[src/rtl/golden_nonce_collector_pkg.sv]
// Shared widths and the difficulty mask helper for the golden nonce collector.
package golden_nonce_collector_pkg;

   localparam int NONCE_W = 32;
   localparam int MSW_W   = 32;
   localparam int TZ_W    = 6;
   localparam int OVF_W   = 16;
   localparam int FOUND_W = 32;

   // Mask covering the top min(tz, 32) bits of the hash MSW; tz=0 gives an empty mask.
   function automatic logic [MSW_W-1:0] zero_mask(input logic [TZ_W-1:0] tz);
      logic [TZ_W-1:0] n;
      n = (tz > TZ_W'(MSW_W)) ? TZ_W'(MSW_W) : tz;
      return ~({MSW_W{1'b1}} >> n);
   endfunction

endpackage

[src/rtl/golden_nonce_collector_nonce_fifo.sv]
// Show-ahead synchronous FIFO with occupancy count; push on full is legal alongside a pop.
module nonce_fifo #(
   parameter int W    = 34,
   parameter int LOG2 = 3
) (
   input  logic          clk,
   input  logic          reset_n,
   input  logic          flush,
   input  logic          push,
   input  logic [W-1:0]  din,
   input  logic          pop,
   output logic          valid,
   output logic [W-1:0]  dout,
   output logic [LOG2:0] count
);

   localparam int DEPTH = 2**LOG2;

   logic [W-1:0]      mem [DEPTH];
   logic [LOG2-1:0]   wr_ptr, rd_ptr;
   logic              pop_ok, push_ok;

   assign valid   = (count != '0);
   assign pop_ok  = pop & valid;
   assign push_ok = push & ((count != (LOG2+1)'(DEPTH)) | pop_ok);
   // Head is forced to zero when empty so the outputs read 0 out of reset.
   assign dout    = valid ? mem[rd_ptr] : '0;

   always_ff @(posedge clk or negedge reset_n) begin
      if (!reset_n) begin
         wr_ptr <= '0;
         rd_ptr <= '0;
         count  <= '0;
      end else if (flush) begin
         wr_ptr <= '0;
         rd_ptr <= '0;
         count  <= '0;
      end else begin
         if (push_ok) wr_ptr <= wr_ptr + 1'b1;
         if (pop_ok)  rd_ptr <= rd_ptr + 1'b1;
         count <= count + (LOG2+1)'(push_ok) - (LOG2+1)'(pop_ok);
      end
   end

   always_ff @(posedge clk) begin
      if (push_ok & ~flush) mem[wr_ptr] <= din;
   end

endmodule

[src/rtl/golden_nonce_collector.sv]
// Multi-core golden nonce collector: difficulty test, per-core pending slots,
// round-robin arbitration into a show-ahead FIFO drained by the host interface.
module golden_nonce_collector
   import golden_nonce_collector_pkg::*;
#(
   parameter int                 CORES        = 4,
   parameter int                 CORE_LOG2    = 2,
   parameter int                 FIFO_LOG2    = 3,
   parameter logic [NONCE_W-1:0] NONCE_ADJUST = 32'd129
) (
   input  logic                       clk,
   input  logic                       reset_n,
   input  logic                       work_restart,
   input  logic [TZ_W-1:0]            target_zeros,
   input  logic [CORES-1:0]           core_valid,
   input  logic [MSW_W*CORES-1:0]     core_hash_msw,
   input  logic [NONCE_W*CORES-1:0]   core_nonce,
   output logic                       out_valid,
   input  logic                       out_ready,
   output logic [NONCE_W-1:0]         out_nonce,
   output logic [CORE_LOG2-1:0]       out_core,
   output logic [FIFO_LOG2:0]         fifo_count,
   output logic [OVF_W-1:0]           overflow_cnt,
   output logic [FOUND_W-1:0]         found_total
);

   localparam int DEPTH = 2**FIFO_LOG2;
   localparam int ENT_W = NONCE_W + CORE_LOG2;

   logic [MSW_W-1:0]     mask;
   logic [CORES-1:0]     hit, pending, grant, drop;
   logic [NONCE_W-1:0]   slot [CORES];
   logic [CORE_LOG2-1:0] rr, gidx;
   logic [CORE_LOG2:0]   idx;
   logic                 gvalid, pop, push, can_push;
   logic [4:0]           ndrop;
   logic [OVF_W:0]       ovf_sum;
   logic [ENT_W-1:0]     head;

   assign mask = zero_mask(target_zeros);

   always_comb begin
      hit = '0;
      for (int i = 0; i < CORES; i++)
         hit[i] = core_valid[i] & ((core_hash_msw[i*MSW_W +: MSW_W] & mask) == '0);
   end

   // Round-robin search starting at rr; first set pending bit wins.
   always_comb begin
      gvalid = 1'b0;
      gidx   = '0;
      idx    = '0;
      for (int k = 0; k < CORES; k++) begin
         idx = {1'b0, rr} + (CORE_LOG2+1)'(k);
         if (idx >= (CORE_LOG2+1)'(CORES)) idx = idx - (CORE_LOG2+1)'(CORES);
         if (!gvalid && pending[idx[CORE_LOG2-1:0]]) begin
            gvalid = 1'b1;
            gidx   = idx[CORE_LOG2-1:0];
         end
      end
   end

   assign pop      = out_valid & out_ready;
   assign can_push = (fifo_count < (FIFO_LOG2+1)'(DEPTH)) | pop;
   assign push     = gvalid & can_push & ~work_restart;

   always_comb begin
      grant = '0;
      if (push) grant[gidx] = 1'b1;
   end

   // A hit is lost only when its slot is still occupied and not being granted.
   assign drop = work_restart ? '0 : (hit & pending & ~grant);

   always_comb begin
      ndrop = '0;
      for (int i = 0; i < CORES; i++) ndrop = ndrop + 5'(drop[i]);
   end

   assign ovf_sum = {1'b0, overflow_cnt} + (OVF_W+1)'(ndrop);

   always_ff @(posedge clk or negedge reset_n) begin
      if (!reset_n) begin
         pending      <= '0;
         rr           <= '0;
         overflow_cnt <= '0;
         found_total  <= '0;
      end else begin
         pending      <= work_restart ? '0 : ((pending & ~grant) | hit);
         overflow_cnt <= ovf_sum[OVF_W] ? {OVF_W{1'b1}} : ovf_sum[OVF_W-1:0];
         found_total  <= found_total + FOUND_W'(push);
         if (push) rr <= (gidx == CORE_LOG2'(CORES-1)) ? '0 : gidx + 1'b1;
      end
   end

   always_ff @(posedge clk) begin
      for (int i = 0; i < CORES; i++)
         if (hit[i] & ~drop[i] & ~work_restart)
            slot[i] <= core_nonce[i*NONCE_W +: NONCE_W] - NONCE_ADJUST;
   end

   nonce_fifo #(.W(ENT_W), .LOG2(FIFO_LOG2)) u_fifo (
      .clk     (clk),
      .reset_n (reset_n),
      .flush   (work_restart),
      .push    (push),
      .din     ({slot[gidx], gidx}),
      .pop     (pop),
      .valid   (out_valid),
      .dout    (head),
      .count   (fifo_count)
   );

   assign out_nonce = head[ENT_W-1:CORE_LOG2];
   assign out_core  = head[CORE_LOG2-1:0];

endmodule

[config.mk]
export PLATFORM = sky130hd
export DESIGN_NAME = golden_nonce_collector
export DESIGN_NICKNAME = d
export VERILOG_FILES = /design/src/rtl/golden_nonce_collector_pkg.sv /design/src/rtl/golden_nonce_collector_nonce_fifo.sv /design/src/rtl/golden_nonce_collector.sv
export SDC_FILE = /design/constraint.sdc
export NUM_CORES = 1
export LEC_CHECK = 0
export CELL_PAD_IN_SITES_DETAIL_PLACEMENT = 1
export CELL_PAD_IN_SITES_GLOBAL_PLACEMENT = 1
export CORE_UTILIZATION = 44
export CTS_CLUSTER_SIZE = 8
export DETAILED_ROUTE_END_ITERATION = 7
export PLACE_DENSITY = 0.81
export SETUP_SLACK_MARGIN = 0.2
export SLEW_MARGIN = 20
export SYNTH_ARGS = -nofsm -noshare
export SYNTH_HDL_FRONTEND = slang
export SYNTH_SLANG_ARGS = --single-unit
[constraint.sdc]
create_clock -name clk -period 9 [get_ports clk]
set_clock_uncertainty 0.05 [all_clocks]
set_input_delay 1.35 -clock clk [delete_from_list [all_inputs] [get_ports clk]]
set_output_delay 1.35 -clock clk [all_outputs]
set_load 0.01 [all_outputs]
== After elaboration in Yosys (flattened, before gate mapping) ==
Memories as Yosys holds them, arrays and structs flattened.
Index checks and enable logic that the tools add are counted.

* Bits in registers: 64
* Memory bits (writable): 400
* Input bits: 270
* Output and inout bits: 87
* Word-level logic and storage cells: 138
* Memories: 2

* Add/subtract/negate cells: 21
* $lt $le $gt $ge: 12
* Equality and inequality tests: 2
* Shifts and indexed selects: 1
* Muxes and demuxes: 44
* Bitwise operators: 35
* Reductions and logical operators: 14

{| class="wikitable"
|+ Memory list
! memory !! words !! width !! rd ports !! clocked after memory_dff !! write ports !! line !! source
|-
| u_fifo.mem || 8 || 34 || 1 || 0 || 1 || golden_nonce_collector_nonce_fifo.sv:19 || <nowiki>logic [W-1:0] mem [DEPTH];</nowiki>
|-
| slot || 4 || 32 || 1 || 0 || 4 || golden_nonce_collector.sv:32 || <nowiki>logic [NONCE_W-1:0] slot [CORES];</nowiki>
|}

{| class="wikitable"
|+ Operator list
! operator !! number
|-
| 32-bit bitwise AND || 4
|-
| 32-bit logical NOT || 4
|-
| 32-bit by 8-bit subtractor with 32-bit output, second input constant || 4
|-
| 34-bit 2-to-1 mux || 1
|-
| 32-bit by 1-bit adder with 32-bit output || 1
|-
| 32-bit NOT || 1
|-
| 32-bit by 6-bit >> shifter with 32-bit output, first input constant || 1
|-
| 1-bit 2-to-1 mux || 19
|-
| 1-bit bitwise AND || 18
|-
| 2-bit 2-to-1 mux || 9
|-
| 16-bit by 4-bit adder with 17-bit output || 1
|-
| 16-bit 2-to-1 mux || 1
|-
| 4-bit 2-to-1 mux || 4
|-
| 2-bit by 3-bit < comparator with 1-bit output, second input constant || 5
|-
| 4-bit bitwise AND || 3
|-
| 3-bit 2-to-1 mux || 4
|-
| 3-bit >= comparator, second input constant || 3
|-
| 1-bit binary-select mux with 2-bit select || 4
|-
| 2-bit by 1-bit subtractor with 2-bit output, second input constant || 4
|-
| 2-bit by 2-bit adder with 3-bit output, second input constant || 2
|-
| 3-bit by 1-bit adder with 3-bit output, second input constant || 2
|-
| 6-bit greater-than comparator, second input constant || 1
|-
| 6-bit 2-to-1 mux || 1
|-
| 1-bit NOT || 5
|-
| 20 further kinds || 27
|}

== Logic depth before layout (Yosys ltp) ==
* Depth after elaboration: 27
* Mapped depth: 19
* Gate-level depth less buffers: 16

== Hierarchy ==
A second synthesis with hierarchy kept.

* Cells, all modules: 1,605
* Area total of the unflattened synthesis: 21,842.2 um^2

{| class="wikitable"
|+ By module, submodules not included
! module !! instances !! cells an instance !! area an instance (um^2) !! seq. area each (um^2)
|-
| nonce_fifo || 1 || 473 || 11,009.3 || 8,418.1
|-
| golden_nonce_collector || 1 || 1,132 || 10,832.9 || 5,195.0
|}

== Least setup slack after synthesis ==
No wires, ideal clock.

* Kind: input port to flip-flop
* Start point: in target_zeros[5]
* End point: mem slot[1][0] (enable)
* Setup time: 0.513 ns
* Data arrival time: 6.352 ns
* Data required time: 8.437 ns
* Setup slack: 2.085 ns
* Cell stages on the path: 8
* Buffers on the path: 3
* Cells stage by stage: clkbuf_1 -> or2_1 -> clkbuf_1 -> clkbuf_1 -> a221o_1 -> a2111oi_0 -> nand4_1 -> nor4b_1

{| class="wikitable"
|+ RTL lines
! item !! line !! source
|-
| from (decl) || golden_nonce_collector.sv:14 || <nowiki>input logic [TZ_W-1:0] target_zeros,</nowiki>
|-
| to (decl) || golden_nonce_collector.sv:32 ||
|}

== Worst setup path after layout ==
* Start point: in target_zeros[3]
* End point: reg overflow_cnt[0]

* Cells in the longest elaborated chain, start to end: 15
* Elaborated cells on any way between the ends: 24
* Classes of those cells: add/sub: 4; order compare: 1; shift: 1; mux: 3; bitwise: 11; reduce/logical: 4

{| class="wikitable"
|+ Ends and longest elaborated chain
! item !! line !! source
|-
| 6-bit greater-than comparator || golden_nonce_collector_pkg.sv:13 || <nowiki>n = (tz > TZ_W'(MSW_W)) ? TZ_W'(MSW_W) : tz;</nowiki>
|-
| 6-bit 2-to-1 mux * || golden_nonce_collector_pkg.sv:13 ||
|-
| 32-bit by 6-bit >> shifter with 32-bit output * || golden_nonce_collector_pkg.sv:14 || <nowiki>return ~({MSW_W{1'b1}} >> n);</nowiki>
|-
| 32-bit NOT * || golden_nonce_collector_pkg.sv:14 ||
|-
| 32-bit bitwise AND || golden_nonce_collector.sv:45 || <nowiki>hit[i] = core_valid[i] & ((core_hash_msw[i*MSW_W +: MSW_W] & mask) == '0);</nowiki>
|-
| 32-bit logical NOT || golden_nonce_collector.sv:45 ||
|-
| 1-bit bitwise AND || golden_nonce_collector.sv:45 ||
|-
| 4-bit bitwise AND * (2 in a row) || golden_nonce_collector.sv:73 || <nowiki>assign drop = work_restart ? '0 : (hit & pending & ~grant);</nowiki>
|-
| 4-bit 2-to-1 mux * || golden_nonce_collector.sv:73 ||
|-
| 1-bit by 1-bit adder with 2-bit output || golden_nonce_collector.sv:77 || <nowiki>for (int i = 0; i < CORES; i++) ndrop = ndrop + 5'(drop[i]);</nowiki>
|-
| 2-bit by 1-bit adder with 3-bit output || golden_nonce_collector.sv:77 ||
|-
| 3-bit by 1-bit adder with 4-bit output * || golden_nonce_collector.sv:77 ||
|-
| 16-bit by 4-bit adder with 17-bit output * || golden_nonce_collector.sv:80 || <nowiki>assign ovf_sum = {1'b0, overflow_cnt} + (OVF_W+1)'(ndrop);</nowiki>
|-
| 16-bit 2-to-1 mux * || golden_nonce_collector.sv:90 || <nowiki>overflow_cnt <= ovf_sum[OVF_W] ? {OVF_W{1'b1}} : ovf_sum[OVF_W-1:0];</nowiki>
|-
| to (signal assigned) || golden_nonce_collector.sv:90 ||
|-
| to (decl) || golden_nonce_collector.sv:23 || <nowiki>output logic [OVF_W-1:0] overflow_cnt,</nowiki>
|}

Mark *: on every way between the ends. The rest lies on a longest branch, timed or not.
A chain may end at the register's enable or synchronous reset.

==> results.py <==
metrics = {
    "worst_setup_path": {
        "crit_path_cell_trace": "clkdlybuf4s50_1, or4_1, o21a_1, a2111oi_2, or4b_1, or3_1, fa_1, inv_1, fa_1, fa_1, nand3_1, nor4_1, nand3_1, or2_2, nand2b_1",
        "required_ps": 9460,
        "start_kind": "input pin",
        "crit_buf_inv": 2,
        "crit_fanout": 16,
        "critPathTopFamily": "simple AND/OR/NAND/NOR gates",
        "crit_path_end_kind": "register",
        "slowest_stage": "or4_1",
        "max_stage_delay_ps": 830,
        "crit_top_cell": "fa_1",
        "path_class": "in2reg",
        "cp.arrival_ps": 6990,
    },
    "global_routing": {
        "grt_overflow_total": 0,
        "gr-usage-all-layers_pct": 27.1,
        "antenna_found_initial": 11,
        "grt_use_met2_pct": 45.9,
        "use_met3_pct": 4.94,
        "grt_max_degree": 71,
        "grt_pass1_vias": 16300,
        "busiest_layer": "met2",
        "grt_pass1_wl_um": 102000,
        "grt.met1_usage_pct": 34.5,
    },
    "layout": {
        "syn_to_final_growth_pct": 28.5,
        "final_common_cell": "edfxtp_1",
        "postLayoutCoreUtil_pct": 57.6,
        "final_nets": 2241,
        "most-common-layout-cells": "edfxtp_1, clkdlybuf4s50_1, mux2i_1",
        "drive_gt1_share_pct": 10.3,
    },
    "synth": {
        "synth_top_flop_cell": "edfxtp_1",
        "synth_area_um2": 22000,
        "ys_ff_latch": 464,
        "yosysWarnings": 0,
        "syn_nets": 1856,
        "synth-xor-area-share_pct": 6.20,
        "synth.distinct_cells": 75,
        "synthArstFlopShare_pct": 13.8,
        "synth_top_family_by_area": "multiplexers",
        "synth_fa_ha_area_share_pct": 1.53,
        "ys_seq_area_share_pct": 61.8,
        "synth.area.mux_share_pct": 12.9,
        "avgSynthCellArea_um2": 14.1,
        "syn_inst": 1563,
        "synth-compound-area-share_pct": 5.70,
        "yosys.area_share.simple_pct": 9.98,
        "synth-edff-count": 400,
    },
    "sta": {
        "worst_pin_slew_ps": 1050,
        "period_share_pct": 72.6,
        "setup_tns_ps": 0,
        "rsz0062_at_grt": "false",
        "slew_violations": 0,
        "max_clock_freq_mhz": 153,
        "setup_violations": 0,
        "relSlewSlack_pct": 30.2,
        "period_minus_slack_ps": 6530,
        "layout_setup_ws_ps": 2470,
        "hold_viol_final": 0,
        "hold_ws_ps": 437,
    },
    "drt": {
        "drtIter0Drc": 1062,
        "antenna_left": 0,
        "wl_um": 69000,
        "avgViaCountPerCell": 5.75,
        "wl_per_cell_um": 26.2,
        "drc": 0,
        "dr.pass1.iters": 5,
        "num_vias": 15200,
    },
    "clock_tree": {
        "clockBufferDepth": 3,
        "cts_tree": "done",
        "clockRootBuffer": "clkbuf_16",
        "cts_setup_buffers": 0,
        "cts_resized": 0,
        "clkTransAtPathRegs_ps": 50,
        "h-tree-depth": 3,
        "cts_buffers": 67,
        "numClockSinks": 464,
        "hold_buffers": 0,
        "insertion_delay_ps": 580,
    },
    "placed_design": {
        "dp_slack_ps": 1930,
        "place_congestion": 0.982,
        "io_buffers": 356,
        "dp_hpwl_um": 48500,
    },
    "floorplanning": {
        "core_area_um2": 49200,
        "die_h_um": 226,
        "floorplan.die_area_um2": 51000,
        "die_w_um": 226,
        "pin_count": 357,
        "initial_core_util_pct": 44.8,
        "rows": 81,
    },
    "hold_path": {
        "hp-class": "reg2reg",
    },
    "run": {
        "maxCapViolCount": 0,
    },
    "pwr": {
        "power_density_nw_per_um2": 204,
        "p_leak_nw": 9.58,
        "ir_worst_vdd_v": 0.000128,
    },
    "status": {
        "status": "finished, final reports clean",
    },
}
-- cell families (layout without fill, tap and decap cells) --
family | count (synthesis) | count (layout)
xor gates and xnor gates | 156 | 156
other | 0 | 9
adders and majority gates | 25 | 25
DFF | 464 | 464
and+or+nand+nor | 430 | 430
muxes | 199 | 199
AOI/OAI and AO/OA | 180 | 180
buffers and inverters | 109 | 509
-- where the power goes --
| part | switching, mW | internal [mW] |
|---|---|---|
| logic | 0.536 | 0.609 |
| registers | 0.0343 | 2.34 |
| clock network | 0.913 | 1.36 |
| total | 1.48 | 4.31 |
-- through the flow --
stage          instances  power [mW]  area (µm²)
6_report            2636        5.79       28300
5_1_grt             2634        5.98       28300
4_1_cts             2627        5.85       28300
3_5_place_dp        2543        3.56       26400
3_3_place_gp        2543        3.53       26400
2_1_floorplan       1563        3.02       22000
-- layer usage --
metal	part of all wire, %	vias to the layer above
met1	41	7736
met2	51	535
met4	3.2	4
li1	-	6756
met3	5.6	128
met5	0.038	-
-- registers in the layout, indices dropped and copies added, names as in the netlist --
name,cells
rr,2
overflow_cnt,16
u_fifo.wr_ptr,3
u_fifo.mem,272
u_fifo.rd_ptr,3
slot,128
pending,4
u_fifo.count,4
found_total,32
-- layout make-up --
| cell class | instances | area (µm²) |
|---|---|---|
| clock buffer | 78 | 1740 |
| fill | 4737 | 20800 |
| timing repair buffer | 384 | 3770 |
| antenna | 9 | 22.5 |
| tap | 664 | 831 |
| inverter | 41 | 154 |
| multi-input combinational | 990 | 8070 |
| sequential | 464 | 13600 |
| clock inverter | 6 | 118 |
-- Yosys cell counts, types with 19 or more instances --
library cell	count	area share, %
a21oi_1	25	0.57
and3_1	25	0.71
clkbuf_1	46	0.78
dfrtp_1	64	7.3
edfxtp_1	400	54
ha_1	19	1.1
inv_1	40	0.68
mux2i_1	130	5.9
mux4_2	68	6.9
nand2_1	72	1.2
nand3_1	41	0.93
nor2_1	111	1.9
nor3_1	42	0.95
nor4_1	29	0.82
o21ai_0	49	1.1
or3_1	20	0.57
or4_1	19	0.65
xnor2_1	56	2.2
xor2_1	100	4.0
-- worst paths after layout --
path                                      startpoint                      endpoint  slack [ps]  cells past startpoint
setup / recovery                     target_zeros[3]     overflow_cnt[0]$_DFF_PN0_        2470                     15
hold / removal             found_total[31]$_DFF_PN0_     found_total[31]$_DFF_PN0_         440                      1
setup reg to reg                pending[2]$_DFF_PN0_     overflow_cnt[0]$_DFF_PN0_        3780                     15
hold reg to reg            found_total[31]$_DFF_PN0_     found_total[31]$_DFF_PN0_         440                      1
max in group asynchronous                    reset_n  u_fifo.rd_ptr[0]$_DFFE_PN0P_        7370                      2
min in group asynchronous                    reset_n    overflow_cnt[12]$_DFF_PN0_         910                      2
(Power assumes the default switching activity.)
==> variant (config.mk and constraints unchanged) <==
Reset style: synchronous (`reset_n`), changed in 2 clocked blocks.
--- a/src/rtl/golden_nonce_collector_nonce_fifo.sv
+++ b/src/rtl/golden_nonce_collector_nonce_fifo.sv
@@ -27,5 +27,5 @@
    assign dout    = valid ? mem[rd_ptr] : '0;
 
-   always_ff @(posedge clk or negedge reset_n) begin
+   always_ff @(posedge clk) begin
       if (!reset_n) begin
          wr_ptr <= '0;
--- a/src/rtl/golden_nonce_collector.sv
+++ b/src/rtl/golden_nonce_collector.sv
@@ -80,5 +80,5 @@
    assign ovf_sum = {1'b0, overflow_cnt} + (OVF_W+1)'(ndrop);
 
-   always_ff @(posedge clk or negedge reset_n) begin
+   always_ff @(posedge clk) begin
       if (!reset_n) begin
          pending      <= '0;
Behaviour: differs if reset_n is asserted again (counterexample within 4 cycles, from zero or initial values and one cycle with reset_n low); with reset_n held inactive, the same outputs for 4 cycles.
==> variant against the unedited design <==
- worst setup slack worse by 78 ps
- synthesized cell count grew 5.0%
- wire length down 1.7%
- sequential cell count up 3
- count of clock-buffer cells in the layout fell by 1
- worst hold slack improved by 0.99 ps
- power decreased by 7.3%
- global-route usage down 0.41 points
- maximum frequency decreased by 1.2%
- synthesized area fell by 1.0%
- cell area decreased by 0.84%
- largest power group unchanged
==> variant: results (changes against the unedited design) <==
drt:
  dr.pass1.iters: 5  # unchanged
  drt_iter0_drc: 1118  # +5.3%
  via_per_inst: 5.71  # -0.68%
  ant_nets: 0  # unchanged
  wl_per_cell_um: 25.1  # -4.3%
worst_hold_path:
  hold_path_class: "reg2reg"
place:
  placed_area_um2: 26100  # -1.1%
  port_buffers: 356  # unchanged
  dp_hpwl_um: 47600  # -1.7%
  place.gp.congestion: 0.897  # -8.7%
clock_network:
  htree_levels: 3  # unchanged
  cts_root_buffer: "clkbuf_16"
  clock_latency_ps: 590
  postCtsSetupRepairBufs: 0  # unchanged
  numCtsBuffers: 68  # +1.5%
  clk_pin_slew_worst_paths_ps: 50  # about the same
  cts_resized: 0  # unchanged
  clk_path_buf_depth: 3  # unchanged
critical_path:
  cp_top_family: "simple AND/OR/NAND/NOR gates"
  slowest_delay_ps: 810  # -20 ps
  worstPathMaxFanout: 20  # +4
  crit_arrival_ps: 7040  # +50 ps
  cp_slowest_cell: "clkdlybuf4s50_1"
synth:
  synth_edf_count: 400  # unchanged
  synth_nets: 1934  # +4.2%
  ys_top_cells_by_count: "400 x edfxtp_1, 135 x nor2_1, 93 x a21oi_1"
  yosys_warnings: 0  # unchanged
  seq_area_frac_synth_pct: 61.2  # -0.57 points
  yosys.cell_types.count: 72  # -4.0%
  synth.area.top_cells: "edfxtp_1 55%, mux4_2 7.0%, dfxtp_1 6.1%"
  synth-async-reset-ratio_pct: 0  # -14 points
global_route:
  grt_usage_pct: 26.7  # -0.41 points
  antenna_found_initial: 26  # +15
  grt_max_degree: 93  # +31%
  grt_pass1_wl_um: 101000  # -1.2%
  grt_pass1_vias: 16719  # +2.4%
layout:
  fill_cells: 4828  # +1.9%
  nNetsFinal: 2304  # +2.8%
  mostFrequentLayoutCell: "edfxtp_1"
  reg.largest.list: "u_fifo.mem x272, slot x128, found_total x32"
  drive_above_1_share_pct: 10.2  # -0.12 points
status:
  outcome: "complete, no violations"
power:
  peakVddDrop_mv: 0.148  # +15%
  leakage_nw: 9.05  # -5.5%
timing:
  setup_viol: 0  # unchanged
  worst_pin_slew_ps: 1030  # -20.4 ps
variant: layer usage:
layer	track usage (%)	vias to the layer above	share of wire, %
li1	-	6980	-
met1	33.8	7817	41
met2	45.4	510	50
met3	4.56	136	5.3
met4	11.2	18	3.5
met5	0	-	0.18
variant: metrics by stage:
step	instances	setup WS [ps]
3_3_place_gp	2604	2210
4_1_cts	2689	2650
3_5_place_dp	2604	2070
6_report	2707	2390
5_1_grt	2705	2020
2_1_floorplan	1641	3080
variant: cell families after synthesis:
kind of cell	after synthesis	share of synthesized area, %
compound gates	272	7.90
xor+xnor	140	5.62
fa+ha+maj	27	1.64
buf+inv	130	2.32
flops	467	61.2
mux	136	10.1
simple gates	469	11.2
variant: final timing paths:
kind	start	to	slack, ps	cells past startpoint
hold / removal	u_fifo.rd_ptr[1]	flip-flop	440	2
hold reg to reg	u_fifo.rd_ptr[1]	flip-flop	440	2
setup / recovery	target_zeros[5]	overflow_cnt[1]	2390	16
setup reg to reg	rr[1]	overflow_cnt[1]	3290	19
variant: final cells by class:
type / instances / area, µm² / area share (%)
tap: 664 / 831 / 2.96
timing repair buffer: 379 / 3760 / 13.4
clock buffer: 77 / 1760 / 6.25
clock inverter: 8 / 114 / 0.405
antenna: 17 / 42.5 / 0.151
inverter: 51 / 191 / 0.682
multi-input combinational: 1044 / 8040 / 28.6
sequential: 467 / 13400 / 47.6
variant: worst min-delay path, cell delays in order (launching register included):
cell     delay (ps)
dfxtp_1         310
nand2_1          60
a21oi_1          70
variant: power breakdown:
part / internal [mW] / switching, mW / total [mW] / leakage (nW)
sequential: 2.34 / 0.0159 / 2.35 / 4.14
combinational: 0.372 / 0.356 / 0.728 / 4.00
clock: 1.38 / 0.912 / 2.29 / 0.912
